===== src/rtl/result_requant_buffer_pkg.sv =====
// Shared types and helpers for the result requantisation buffer.
// Latency: n/a (package only).
// Backpressure: n/a (package only).
//   Holds default widths, saturation limits, the stored beat layout and
//   the round/shift/saturate function used on the FIFO write path.
package result_requant_buffer_pkg;

    localparam int ACC_W      = 32;
    localparam int OUT_W      = 16;
    localparam int N_DIM      = 4;
    localparam int FIFO_DEPTH = 8;
    localparam int SHIFT_W    = 5;

    localparam int SAT_MAX = (2 ** (OUT_W - 1)) - 1;
    localparam int SAT_MIN = -(2 ** (OUT_W - 1));

    // Limits widened to the ACC_W+1 intermediate so comparisons stay signed.
    localparam logic signed [ACC_W:0] SAT_MAX_W = (ACC_W + 1)'(SAT_MAX);
    localparam logic signed [ACC_W:0] SAT_MIN_W = (ACC_W + 1)'(SAT_MIN);

    typedef struct packed {
        logic                    last;
        logic signed [OUT_W-1:0] data;
    } res_beat_t;

    // Round-half-up, arithmetic right shift, saturate to OUT_W.
    // One extra bit of headroom keeps acc + half from wrapping for any acc.
    function automatic logic signed [OUT_W-1:0] requant(
        input logic signed [ACC_W-1:0] acc,
        input logic [SHIFT_W-1:0]      sh
    );
        logic signed [ACC_W:0] ext;
        logic signed [ACC_W:0] half;
        logic signed [ACC_W:0] v;
        ext  = {acc[ACC_W-1], acc};
        half = '0;
        // half stays zero for sh==0, so the shift path degenerates to a pass-through
        if (sh != '0) begin
            half[sh - 1'b1] = 1'b1;
        end
        v = (ext + half) >>> sh;
        if (v > SAT_MAX_W) begin
            return OUT_W'(SAT_MAX);
        end else if (v < SAT_MIN_W) begin
            return OUT_W'(SAT_MIN);
        end
        return v[OUT_W-1:0];
    endfunction

endpackage


===== src/rtl/result_requant_buffer_if.sv =====
// Stream bundle (valid/ready/data/last) parameterised by data width.
// Latency: n/a (wires only).
// Backpressure: tready flows slave -> master; tvalid/tdata/tlast flow master -> slave.
//   master: drives tvalid, tdata, tlast; samples tready.
//   slave : samples tvalid, tdata, tlast; drives tready.
interface result_requant_buffer_if
    import result_requant_buffer_pkg::*;
#(
    parameter int W = ACC_W
);
    logic         tvalid;
    logic [W-1:0] tdata;
    logic         tlast;
    logic         tready;

    modport master (output tvalid, output tdata, output tlast, input tready);
    modport slave  (input tvalid, input tdata, input tlast, output tready);
endinterface


===== src/rtl/result_requant_buffer_sync_fifo.sv =====
// Single-clock FIFO with wrap-bit pointers and occupancy count.
// Latency: a write at edge t is readable at rd_dat after edge t.
// Backpressure: writes ignored when full, reads ignored when empty; no pass-through.
//   Ports: clk, rst_n (sync, active low), wr_en/wr_dat, rd_en/rd_dat,
//          full, empty, level (0..DEPTH).
module result_requant_buffer_sync_fifo #(
    parameter int WIDTH = 17,
    parameter int DEPTH = 8
) (
    input  logic                     clk,
    input  logic                     rst_n,
    input  logic                     wr_en,
    input  logic [WIDTH-1:0]         wr_dat,
    input  logic                     rd_en,
    output logic [WIDTH-1:0]         rd_dat,
    output logic                     full,
    output logic                     empty,
    output logic [$clog2(DEPTH):0]   level
);
    localparam int AW = $clog2(DEPTH);

    logic [AW:0]                  wr_ptr_q, wr_ptr_d;
    logic [AW:0]                  rd_ptr_q, rd_ptr_d;
    logic [DEPTH-1:0][WIDTH-1:0]  mem_q, mem_d;
    logic                         do_wr;
    logic                         do_rd;

    // Same index with opposite wrap bits means the writer lapped the reader.
    assign empty  = (wr_ptr_q == rd_ptr_q);
    assign full   = (wr_ptr_q[AW] != rd_ptr_q[AW]) && (wr_ptr_q[AW-1:0] == rd_ptr_q[AW-1:0]);
    assign level  = wr_ptr_q - rd_ptr_q;
    assign rd_dat = mem_q[rd_ptr_q[AW-1:0]];

    always_comb begin
        do_wr    = wr_en && !full;
        do_rd    = rd_en && !empty;
        wr_ptr_d = wr_ptr_q;
        rd_ptr_d = rd_ptr_q;
        mem_d    = mem_q;
        if (do_wr) begin
            mem_d[wr_ptr_q[AW-1:0]] = wr_dat;
            wr_ptr_d                = wr_ptr_q + 1'b1;
        end
        if (do_rd) begin
            rd_ptr_d = rd_ptr_q + 1'b1;
        end
    end

    // Storage is cleared on reset so the head reads zero until the first write.
    always_ff @(posedge clk) begin
        if (!rst_n) begin
            wr_ptr_q <= '0;
            rd_ptr_q <= '0;
            mem_q    <= '0;
        end else begin
            wr_ptr_q <= wr_ptr_d;
            rd_ptr_q <= rd_ptr_d;
            mem_q    <= mem_d;
        end
    end

endmodule


===== src/rtl/result_requant_buffer.sv =====
// Requantises the ACC_W result stream to OUT_W, buffers it, regenerates TLAST.
// Latency: one cycle from s_axis handshake to m_axis valid (empty FIFO).
// Backpressure: s_axis.tready = !full; m_axis.tready stalls the FIFO head.
//   Ports: clk, rst_n (sync, active low), cfg_shift (latched per frame),
//          s_axis (ACC_W in), m_axis (OUT_W out), frame_done pulse,
//          sticky tlast_err with clear_err, level = FIFO occupancy.
module result_requant_buffer
    import result_requant_buffer_pkg::*;
#(
    parameter int N     = N_DIM,
    parameter int DEPTH = FIFO_DEPTH
) (
    input  logic                    clk,
    input  logic                    rst_n,
    input  logic [SHIFT_W-1:0]      cfg_shift,
    result_requant_buffer_if.slave  s_axis,
    result_requant_buffer_if.master m_axis,
    output logic                    frame_done,
    output logic                    tlast_err,
    input  logic                    clear_err,
    output logic [$clog2(DEPTH):0]  level
);
    localparam int CNT_W = $clog2(N * N);
    localparam logic [CNT_W-1:0] LAST_IDX = CNT_W'(N * N - 1);

    logic [CNT_W-1:0]   in_cnt_q, in_cnt_d;
    logic [SHIFT_W-1:0] shift_q, shift_d;
    logic               tlast_err_q, tlast_err_d;
    logic               frame_done_q, frame_done_d;

    logic               fifo_full;
    logic               fifo_empty;
    logic               wr_fire;
    logic               rd_fire;
    logic               tlast_out;
    logic [SHIFT_W-1:0] eff_shift;
    res_beat_t          wr_beat;
    res_beat_t          head_beat;

    result_requant_buffer_sync_fifo #(
        .WIDTH ($bits(res_beat_t)),
        .DEPTH (DEPTH)
    ) u_fifo (
        .clk    (clk),
        .rst_n  (rst_n),
        .wr_en  (wr_fire),
        .wr_dat (wr_beat),
        .rd_en  (rd_fire),
        .rd_dat (head_beat),
        .full   (fifo_full),
        .empty  (fifo_empty),
        .level  (level)
    );

    assign s_axis.tready = !fifo_full;
    assign m_axis.tvalid = !fifo_empty;
    assign m_axis.tdata  = head_beat.data;
    assign m_axis.tlast  = head_beat.last;
    assign frame_done    = frame_done_q;
    assign tlast_err     = tlast_err_q;

    always_comb begin
        wr_fire      = s_axis.tvalid && !fifo_full;
        rd_fire      = !fifo_empty && m_axis.tready;
        tlast_out    = (in_cnt_q == LAST_IDX);
        // The first beat of a frame uses the live cfg_shift; the rest use the latch,
        // so a mid-frame cfg change cannot split one frame across two scales.
        eff_shift    = (in_cnt_q == '0) ? cfg_shift : shift_q;
        wr_beat.last = tlast_out;
        wr_beat.data = requant($signed(s_axis.tdata), eff_shift);

        in_cnt_d     = in_cnt_q;
        shift_d      = shift_q;
        tlast_err_d  = tlast_err_q;
        frame_done_d = rd_fire && head_beat.last;

        if (wr_fire) begin
            in_cnt_d = tlast_out ? '0 : in_cnt_q + 1'b1;
            if (in_cnt_q == '0) begin
                shift_d = cfg_shift;
            end
            // Upstream TLAST is only audited; the local count stays authoritative.
            if (s_axis.tlast != tlast_out) begin
                tlast_err_d = 1'b1;
            end
        end
        if (clear_err) begin
            tlast_err_d = 1'b0;
        end
    end

    always_ff @(posedge clk) begin
        if (!rst_n) begin
            in_cnt_q     <= '0;
            shift_q      <= '0;
            tlast_err_q  <= 1'b0;
            frame_done_q <= 1'b0;
        end else begin
            in_cnt_q     <= in_cnt_d;
            shift_q      <= shift_d;
            tlast_err_q  <= tlast_err_d;
            frame_done_q <= frame_done_d;
        end
    end

endmodule


===== src/flat_wrapper.sv =====
// flat-port wrapper written by rule: the top's interface ports become plain ports
module result_requant_buffer_flat import result_requant_buffer_pkg::*;
#(
    parameter int N     = N_DIM,
    parameter int DEPTH = FIFO_DEPTH
)
  (clk, rst_n, cfg_shift, frame_done, tlast_err, clear_err, level, s_axis_tvalid, s_axis_tdata, s_axis_tlast, s_axis_tready, m_axis_tvalid, m_axis_tdata, m_axis_tlast, m_axis_tready);
  result_requant_buffer_if #(.W(ACC_W)) s_axis_i ();
  result_requant_buffer_if #(.W(OUT_W)) m_axis_i ();
  input  logic clk;
  input  logic rst_n;
  input  logic [SHIFT_W-1:0] cfg_shift;
  output logic frame_done;
  output logic tlast_err;
  input  logic clear_err;
  output logic [$clog2(DEPTH):0] level;
  input wire logic [$bits(s_axis_i.tvalid)-1:0] s_axis_tvalid;
  input wire logic [$bits(s_axis_i.tdata)-1:0] s_axis_tdata;
  input wire logic [$bits(s_axis_i.tlast)-1:0] s_axis_tlast;
  output wire logic [$bits(s_axis_i.tready)-1:0] s_axis_tready;
  output wire logic [$bits(m_axis_i.tvalid)-1:0] m_axis_tvalid;
  output wire logic [$bits(m_axis_i.tdata)-1:0] m_axis_tdata;
  output wire logic [$bits(m_axis_i.tlast)-1:0] m_axis_tlast;
  input wire logic [$bits(m_axis_i.tready)-1:0] m_axis_tready;
  assign s_axis_i.tvalid = s_axis_tvalid;
  assign s_axis_i.tdata = s_axis_tdata;
  assign s_axis_i.tlast = s_axis_tlast;
  assign s_axis_tready = s_axis_i.tready;
  assign m_axis_tvalid = m_axis_i.tvalid;
  assign m_axis_tdata = m_axis_i.tdata;
  assign m_axis_tlast = m_axis_i.tlast;
  assign m_axis_i.tready = m_axis_tready;
  result_requant_buffer #(.N(N), .DEPTH(DEPTH)) u_core (.clk(clk), .rst_n(rst_n), .cfg_shift(cfg_shift), .s_axis(s_axis_i), .m_axis(m_axis_i), .frame_done(frame_done), .tlast_err(tlast_err), .clear_err(clear_err), .level(level));
endmodule

===== config.mk =====
export PLATFORM = sky130hd
export DESIGN_NAME = result_requant_buffer_flat
export DESIGN_NICKNAME = d
export VERILOG_FILES = /design/src/rtl/result_requant_buffer_pkg.sv /design/src/rtl/result_requant_buffer_if.sv /design/src/rtl/result_requant_buffer_sync_fifo.sv /design/src/rtl/result_requant_buffer.sv /design/src/flat_wrapper.sv
export SDC_FILE = /design/constraint.sdc
export NUM_CORES = 1
export LEC_CHECK = 0
export BUFFER_PORTS_ARGS = -buffer_cell sky130_fd_sc_hd__buf_4
export CAP_MARGIN = 20
export CORE_MARGIN = 10
export CORE_UTILIZATION = 57
export DETAILED_ROUTE_END_ITERATION = 6
export PLACE_DENSITY = 0.78
export SLEW_MARGIN = 10
export SYNTH_ARGS = -nofsm -noshare
export SYNTH_HDL_FRONTEND = slang
export SYNTH_SLANG_ARGS = --single-unit

===== constraint.sdc =====
create_clock -name clk -period 7.3 [get_ports clk]
set_input_delay 1.46 -clock clk [delete_from_list [all_inputs] [get_ports clk]]
set_output_delay 1.46 -clock clk [all_outputs]
set_load 0.02 [all_outputs]

* Yosys cells after proc, flatten, opt, wreduce, memory -nomap -nowiden
Index checks and enable logic that the tools add are counted. W data, S select, Z words.
Storage, ports and cells: input bits 43, flip-flop bits (word level) 155, logic and storage cells 63, output and inout port bits 25
Operators by class: add/subtract/negate cells 6, reduce and logical (&&, ||, !) cells 14, order comparisons 7, bitwise logic cells 1, multiplexer cells 15, shift-type cells 1, eq/ne operators 5
Operators with widths (number):
- $bwmux W136 | 1
- $bmux W17 S3 | 1
- $demux W17 S3 | 1
- $mux W16 | 3
- $mux W17 | 2
- $add A32 B33 Y33 | 1
- $gt A33 B16 Y1 const B | 1
- $lt A33 B16 Y1 const B | 1
- $sshr A33 B5 Y33 | 1
- $mux W32 | 1
- $add A4 B1 Y4 const B | 3
- $logic_and A1 B1 Y1 | 8
- $lt A3 B4 Y1 const B | 2
- $lt A5 B7 Y1 const B | 1
- $demux W1 S5 | 1
- $ge A5 B1 Y1 const B | 1
- $mux W5 | 1
- $reduce_bool A5 Y1 | 1
- $sub A5 B1 Y5 const B | 1
- $eq A4 B4 Y1 | 1
- $eq A4 B4 Y1 const B | 1
- $logic_not A4 Y1 | 1
- $mux W4 | 1
- $sub A4 B4 Y4 | 1
- other kinds (8) | 12

* Depth between registers and ports, before layout
Gate-level depths: netlist (run 1).
word-level depth 15, mapped depth 28, gate-level depth less buffers 23

* By module
From an unflattened synthesis (run 1), not the netlist that was laid out.
Second synthesis, totals: cells, all modules 1455, area, all modules 11581.1 µm²
By module, submodules not included:
- result_requant_buffer_sync_fifo | seq. area each 2882.8 µm², area an instance 6299.8 µm², cells each 645, times used 1
- result_requant_buffer | seq. area each 220.2 µm², area an instance 5281.3 µm², cells each 810, times used 1

* Worst setup path before layout (run 1)
OpenSTA, ideal clock, no wires.
path kind input port to flip-flop, start point input cfg_shift[2], end point register u_core.u_fifo.mem_q[23] (netlist name), setup time 0.122 ns, stages 24, data arrival time 7.017 ns, required time 7.178 ns, buffers on the path 7, path slack 0.161 ns, path through mux2i_1 clkbuf_1 clkbuf_1 buf_1 clkbuf_1 nand3_1 nor3_1 ha_1 buf_2 a21oi_2 o21ai_1 a211oi_1 nor3_1 or4_4 nand2_2 a211oi_1 a2111oi_2 o21ai_1 or4_1 o21a_1 buf_6 and2_4 buf_6 a221o_1
On the way: cells in the longest elaborated chain, start to end 14, elaborated cells between the ends (all ways) 18, those cells by class 2 x add/sub; 4 x order compare; 1 x shift; 9 x mux; 2 x reduce/logical
Ends and longest elaborated chain:
- start: declaration | line flat_wrapper.sv:12 | input logic [SHIFT_W-1:0] cfg_shift;
- $mux W5 (*) | line result_requant_buffer.sv:68 | eff_shift = (in_cnt_q == '0) ? cfg_shift : shift_q;
- $sub A5 B1 Y5 | line result_requant_buffer_pkg.sv:39 | half[sh - 1'b1] = 1'b1;
- $lt A5 B7 Y1 (not written as such) or $ge A5 B1 Y1 (tied branches) | line result_requant_buffer_pkg.sv:39
- $logic_and A1 B1 Y1 (not written as such) | line result_requant_buffer_pkg.sv:39
- $mux W1 (not written as such) | line result_requant_buffer_pkg.sv:39
- $demux W1 S5
- $mux W32 | line result_requant_buffer_pkg.sv:38 | if (sh != '0) begin
- $add A32 B33 Y33 | line result_requant_buffer_pkg.sv:41 | v = (ext + half) >>> sh;
- $sshr A33 B5 Y33 (*) | line result_requant_buffer_pkg.sv:41
- $lt A33 B16 Y1 | line result_requant_buffer_pkg.sv:44 | end else if (v < SAT_MIN_W) begin
- $mux W1 | line result_requant_buffer_pkg.sv:44
- $mux W1 | line result_requant_buffer_pkg.sv:42 | if (v > SAT_MAX_W) begin
- $mux W16 (*) | line result_requant_buffer_pkg.sv:47 | return v[OUT_W-1:0];
- $bwmux W136 (*) | line result_requant_buffer_sync_fifo.sv:41 | mem_d[wr_ptr_q[AW-1:0]] = wr_dat;
- end signal: assignment | line result_requant_buffer_sync_fifo.sv:58 | mem_q <= mem_d;
- end: declaration | line result_requant_buffer_sync_fifo.sv:24 | logic [DEPTH-1:0][WIDTH-1:0] mem_q, mem_d;
Every way passes the cells marked *; elsewhere a longest branch is shown, timed or not. A chain may end at the register's enable or synchronous reset.

* Worst setup path in the final report (run 1)
start point input cfg_shift[0], end point register u_core.u_fifo.mem_q[82] (netlist name)
Same word-level chain as after synthesis.

==> results of run 1 <==
-- layout make-up --
cell class | instances | area (um2)
inverter | 16 | 60.1
fill | 1667 | 6520
timing repair buffer | 192 | 1480
multi-input combinational | 1155 | 8210
clock inverter | 15 | 170
tap | 270 | 338
sequential | 155 | 3110
clock buffer | 17 | 425
-- metrics by stage --
| stage | hold WS [ns] | worst slack (ns) |
|---|---|---|
| after floorplan | 0.433 | 0.161 |
| after global placement | 0.439 | 0.185 |
| after detailed placement | 0.454 | 0.168 |
| after CTS | 0.464 | 0.469 |
| after global routing | 0.490 | 0.0407 |
| final | 0.463 | 0.445 |
-- worst register-to-register path, stage by stage (launching register included) --
cell and delay, ns:
dfxtp_1 0.35, inv_1 0.09, ha_1 0.15, nor3b_4 0.21
buf_12 0.17, mux2i_2 0.52, nand2_1 0.40, nor3_1 0.33
ha_1 0.35, a21oi_1 0.27, o21ai_1 0.16, buf_4 0.17
a221oi_1 0.51, a32o_1 0.23, nor2_1 0.08, buf_4 0.15
a22oi_1 0.20, o211ai_1 0.26, a211oi_1 0.39, o21ai_0 0.12
or4_1 0.51, o21a_1 0.32, and2_0 0.34, a221o_1 0.34
-- report_power, final --
| group | internal (uW) | leakage, uW | switching, uW | total, uW |
|---|---|---|---|---|
| Sequential | 885 | 0.00126 | 29.6 | 915 |
| Combinational | 440 | 0.00385 | 709 | 1150 |
| Clock | 490 | 0.000288 | 413 | 902 |
-- metal layers --
metal,track usage,vias up,share of wire
met2,0.506,709,0.48
met5,0,-,0
li1,-,5730,-
met4,0.136,0,0.044
met1,0.378,5891,0.40
met3,0.0471,132,0.080
-- layout by cell type (no fill, tap or decap), drive strengths merged, types with 12 or more instances in the layout --
cell type    n
nand2      228
nor2       135
o21ai       78
mux2i       41
nand4       27
o211ai      43
nor3        34
and2        15
o221ai      41
clkbuf      17
buf        192
dfxtp      155
a21oi       86
ha          39
inv         26
xor2        20
a211oi      26
a221o       73
nand3       41
mux4        34
xnor2       13
a31oi       12
-- registers in the layout, summed over array words and instances (netlist names) --
register                cells
u_core.frame_done           1
u_core.in_cnt_q             4
u_core.shift_q              5
u_core.tlast_err            1
u_core.u_fifo.mem_q       136
u_core.u_fifo.rd_ptr_q      4
u_core.u_fifo.wr_ptr_q      4
-- cell families (layout without fill, tap and decap cells) --
| family | after synthesis | after routing | share of synthesized area |
|---|---|---|---|
| buffers and inverters | 122 | 240 | 0.0440 |
| DFF | 155 | 155 | 0.263 |
| xor gates and xnor gates | 33 | 33 | 0.0245 |
| other | 1 | 1 | 0.000318 |
| and+or+nand+nor | 540 | 540 | 0.217 |
| adders and majority gates | 41 | 41 | 0.0448 |
| muxes | 85 | 85 | 0.109 |
| AOI/OAI and AO/OA | 455 | 455 | 0.296 |
-- repair_timing --
item	in CTS	in global routing
setup buffers	0	5
gates resized for setup	0	0
setup endpoints to repair	0	112
-- path summary, 6_finish.rpt --
kind	cells after the start	start	endpoint	slack (ns)
hold reg to reg	2	u_core.u_fifo.mem_q[134]	u_core.u_fifo.mem_q[134]	0.46
hold / removal	2	u_core.u_fifo.mem_q[134]	u_core.u_fifo.mem_q[134]	0.46
setup / recovery	20	cfg_shift[0]	u_core.u_fifo.mem_q[82]	0.44
setup reg to reg	23	u_core.in_cnt_q[0]	u_core.u_fifo.mem_q[82]	0.57
-- cell usage after synthesis, types with 6 or more instances --
cell type | instances | area [um2]
nand2_1 | 225 | 845
dfxtp_1 | 155 | 3100
nor2_1 | 135 | 507
a21oi_1 | 81 | 405
a221o_1 | 73 | 731
clkbuf_1 | 67 | 251
o21ai_0 | 59 | 295
mux2i_1 | 41 | 410
nand3_1 | 41 | 205
ha_1 | 39 | 488
o211ai_1 | 39 | 293
o221ai_1 | 35 | 307
mux4_2 | 34 | 766
nor3_1 | 32 | 160
nand4_1 | 27 | 169
a211oi_1 | 23 | 173
xor2_1 | 20 | 175
buf_2 | 18 | 90.1
o21ai_1 | 17 | 85.1
buf_1 | 15 | 56.3
inv_1 | 14 | 52.6
xnor2_1 | 13 | 114
a31oi_1 | 12 | 75.1
mux2_2 | 10 | 113
o22ai_1 | 10 | 62.6
a21o_1 | 9 | 67.6
and2_1 | 9 | 56.3
nor4_1 | 9 | 56.3
o21a_1 | 9 | 67.6
nand2b_1 | 7 | 43.8
nor3b_4 | 7 | 131
a221oi_1 | 6 | 52.6
o221ai_2 | 6 | 90.1
==> reports/metrics.cfg, run 1 <==
[status]
status=finished clean

[setup_path]
end_kind=flip-flop
crit_top_cell=a21oi_1
crit_buf_inv=2
cp_slowest_cell=o21ai_1
cp_max_fo=9
slowest_delay_ns=0.51
worstPathArrival_ns=7.17
crit_family=compound AO/OA/AOI/OAI gates
worstSetupStartpointType=input pin
cp_cell_sequence=buf_4 > mux2i_1 > nand2_1 > a31oi_1 > nor2_1 > ha_1 > a21oi_1 > o21ai_1 > o21ai_0 > o21ai_1 > mux2i_1 > a2111oi_2 > buf_4 > a21oi_1 > a21oi_1 > o21ai_0 > or4_1 > o21a_1 > and2_0 > a221o_1
crit_type=in -> reg
worstPathRequired_ns=7.61

[floorplanning]
core_um2=20300
die_height_um=164
io_pins=68
num_rows=52
initial_utilization=0.580
fp.dieArea_um2=26800
die_w_um=164

[layout]
nets=1621
layout-drive-gt1-share=0.215
area_growth_pct=17.0
fin_util=0.679
instances_no_fill=1820
design_area_um2=13800
antenna_cells=0

[routing]
drc=0
dr.pass1.iters=5
wire_per_inst_um=22.8
viasPerCell=6.85
drt_iter0_markers=1446
totalWireLength_um=41600
num_vias=12500
drtAntennaViolNets=0

[sta]
fin_setup_tns_ns=0
fmax_ghz=0.146
relSlewSlack=0.238
finalHoldViolCount=0
worst_slew_pin_slew_ns=1.14
grt_setup_unrepaired=no
fin_worst_skew_ns=0.0104
slew_viol_final=0
setup_viol=0
fin_crit_ns=6.86
fin_crit_sh=0.939

[yosys]
syn_avg_cell_area_um2=8.23
synth_seq_area_share=0.263
synth_cell_type_count=91
syn_nets=1516
synth-edff-count=0
syn_area_um2=11800
synth-seq-cells=155
ys_warn_count=0
ys.flop_type=dfxtp_1
async_flop_share=0
syn_inst=1432

[place]
io_buffers=67
finalWeightedCongestion=1.05
dpl.hpwl_um=31200
post_dp_cell_area_um2=13100
dp.cells=1783

[clocking]
cts_max_level=4
cts_tree=done
clock_latency_ns=0.43
cts_sinks=155
cts_buffers=17
cts_root_buf=clkbuf_16
clockBufferDepth=2
hold_buffers=0
path_clk_slew_ns=0.07

[hold_path]
hold_class=reg -> reg

[global_routing]
grt_pass1_wl_um=65300
grt_start_max_net_pins=50
grtUsageTotal=0.303
antenna_found_initial=0
grt.overflow.total=0
grt_pass1_vias=11800

[pwr]
power_uw=2970
p_per_area_nw_per_um2=215
ir_worst_vdd_mv=0.143
p_leak_uw=0.00539

[run]
maxCapViolations=0

Power figures use the tool's default switching activity.
==> run 2, diff against run 1 <==
- BUFFER_PORTS_ARGS: -buffer_cell sky130_fd_sc_hd__buf_4 -> -buffer_cell sky130_fd_sc_hd__buf_2
==> run 2 against run 1 <==
Compared with the run above:
- sequential share of layout area rose by 0.64 points
- via count increased by 0.32%
- clock-buffer cell count increased by 1
- wire length is 0.34% higher
- clock skew rose by 0.0035 ns
- global-route usage shrank 0.19 points
- hold slack got worse by 0.0026 ns
- utilization fell by 1.9 points
- register-to-register slack got worse by 0.05 ns
- final cell count fell by 1.3%
- first-iteration DRC count decreased by 4.4%
- critical path depth rose by 1
- highest routed layer unchanged
- the flow now finishes with violations (DRC)
==> reports/metrics.cfg, run 2 (same netlist as run 1, synthesis figures left out) <==
[pwr]
p_per_area_nw_per_um2=215
power_uw=2880
ir_worst_vdd_mv=0.126
p_leak_uw=0.00522

[sta]
finalHoldViolCount=0
setup_slack_ns=0.523
fin_crit_ns=6.78
grt_setup_unrepaired=no
fin_setup_tns_ns=0
worst_slew_pin_slew_ns=1.14
fin_crit_sh=0.928
setup_viol=0
slew_viol_final=0
fmax_ghz=0.148
relSlewSlack=0.242
fin_worst_skew_ns=0.0139

[clocking]
clockBufferDepth=2
cts_root_buf=clkbuf_16
path_clk_slew_ns=0.07
clock_latency_ns=0.44
cts_max_level=4
hold_buffers=0
cts_setup_buffers=0
ctsResizeCount=0
cts_sinks=155
cts_buffers=17
cts_tree=done

[routing]
route.met3.wl_um=3320
wl_met1_um=16600
wire_per_inst_um=23.2
drtAntennaViolNets=0
drt_iter0_markers=1383
num_vias=12500
viasPerCell=6.96
drc=1
dr.pass1.iters=7
wl_met2_um=19600
totalWireLength_um=41700
top_layer_used=met4

[layout]
mostFrequentLayoutCell=nand2_1
top_regs=u_core.u_fifo.mem_q x136, u_core.shift_q x5
antenna_cells=0
area_growth_pct=13.8
instances_no_fill=1796
fin_util=0.660
layout-drive-gt1-share=0.202
layout_common_cells=nand2_1, dfxtp_1, nor2_1
largest_register_ffs=136
top_register=u_core.u_fifo.mem_q
nets=1597

[setup_path]
worstPathRequired_ns=7.62
cp_slowest_cell=a211oi_2
cp_cell_sequence=buf_2 > mux2_2 > buf_4 > nand2_1 > nor2_1 > ha_1 > fa_1 > a211oi_1 > o211ai_1 > a211oi_2 > o21ai_1 > mux2i_1 > a2111oi_2 > buf_4 > a21oi_1 > a21oi_1 > o21ai_0 > or4_1 > o21a_1 > and2_0 > a221o_1
crit_family=compound AO/OA/AOI/OAI gates
end_kind=flip-flop
crit_type=in -> reg
rrSetupSlack_ns=0.52
cp_max_fo=26
crit_buf_inv=3
slowest_delay_ns=0.54
worstPathArrival_ns=7.09
worstSetupStartpointType=input pin

[floorplanning]
fp.dieArea_um2=26800
die_w_um=164
io_pins=68
die_height_um=164
num_rows=52
core_um2=20300
initial_utilization=0.580

[status]
violations=DRC
status=complete, but fails checks

[global_routing]
grt_pass1_wl_um=64900
grtUsageTotal=0.301
grt_pass1_vias=11700
grt_start_max_net_pins=60
antenna_found_initial=0
grt.overflow.total=0

[place]
io_buffers=67
dpl.hpwl_um=31300
dp.cells=1762
finalWeightedCongestion=1.15
pre_cts_slack_ns=0.167

[hold_path]
hold_class=reg -> reg

[run]
maxCapViolations=0

-- run 2: worst paths after layout --
check                           startpoint                  endpoint  cells after the start
hold reg to reg   u_core.u_fifo.mem_q[134]  u_core.u_fifo.mem_q[134]                      2
setup / recovery              cfg_shift[0]    u_core.u_fifo.mem_q[8]                     21
setup reg to reg        u_core.in_cnt_q[0]    u_core.u_fifo.mem_q[8]                     24
hold / removal    u_core.u_fifo.mem_q[134]  u_core.u_fifo.mem_q[134]                      2
-- run 2: area by class of cell --
type | count | area (um2)
Clock buffer | 18 | 429
Clock inverter | 14 | 135
Fill cell | 1746 | 6890
Inverter | 16 | 60.1
Multi-Input combinational cell | 1155 | 8210
Sequential cell | 155 | 3110
Tap cell | 270 | 338
Timing Repair Buffer | 168 | 1130
-- run 2: worst reg2reg max path, delay by kind of cell, from the launching register on --
kind | cells | cell delay (ns)
mux | 2 | 0.56
buf+inv | 4 | 0.80
flops | 1 | 0.35
simple gates | 5 | 1.27
fa+ha+maj | 3 | 0.82
compound gates | 10 | 2.87
-- run 2: report_power, final --
group	total, uW	internal, uW	switching [uW]	leakage, uW
Clock	866	477	389	0.000276
Combinational	1100	396	703	0.00368
Sequential	915	886	28.9	0.00126
Total	2880	1760	1120	0.00522
-- run 2: per-stage QoR --
stage,hold slack (ns),area [um2]
2_1_floorplan,0.433,11800
3_3_place_gp,0.441,12800
3_5_place_dp,0.451,12800
4_1_cts,0.461,13400
5_1_grt,0.484,13400
6_report,0.460,13400
-- run 2: per-layer routing --
metal,vias up,global-route usage
met5,-,0
met4,0,0.158
met3,158,0.0446
met2,745,0.497
met1,5920,0.374
li1,5679,-
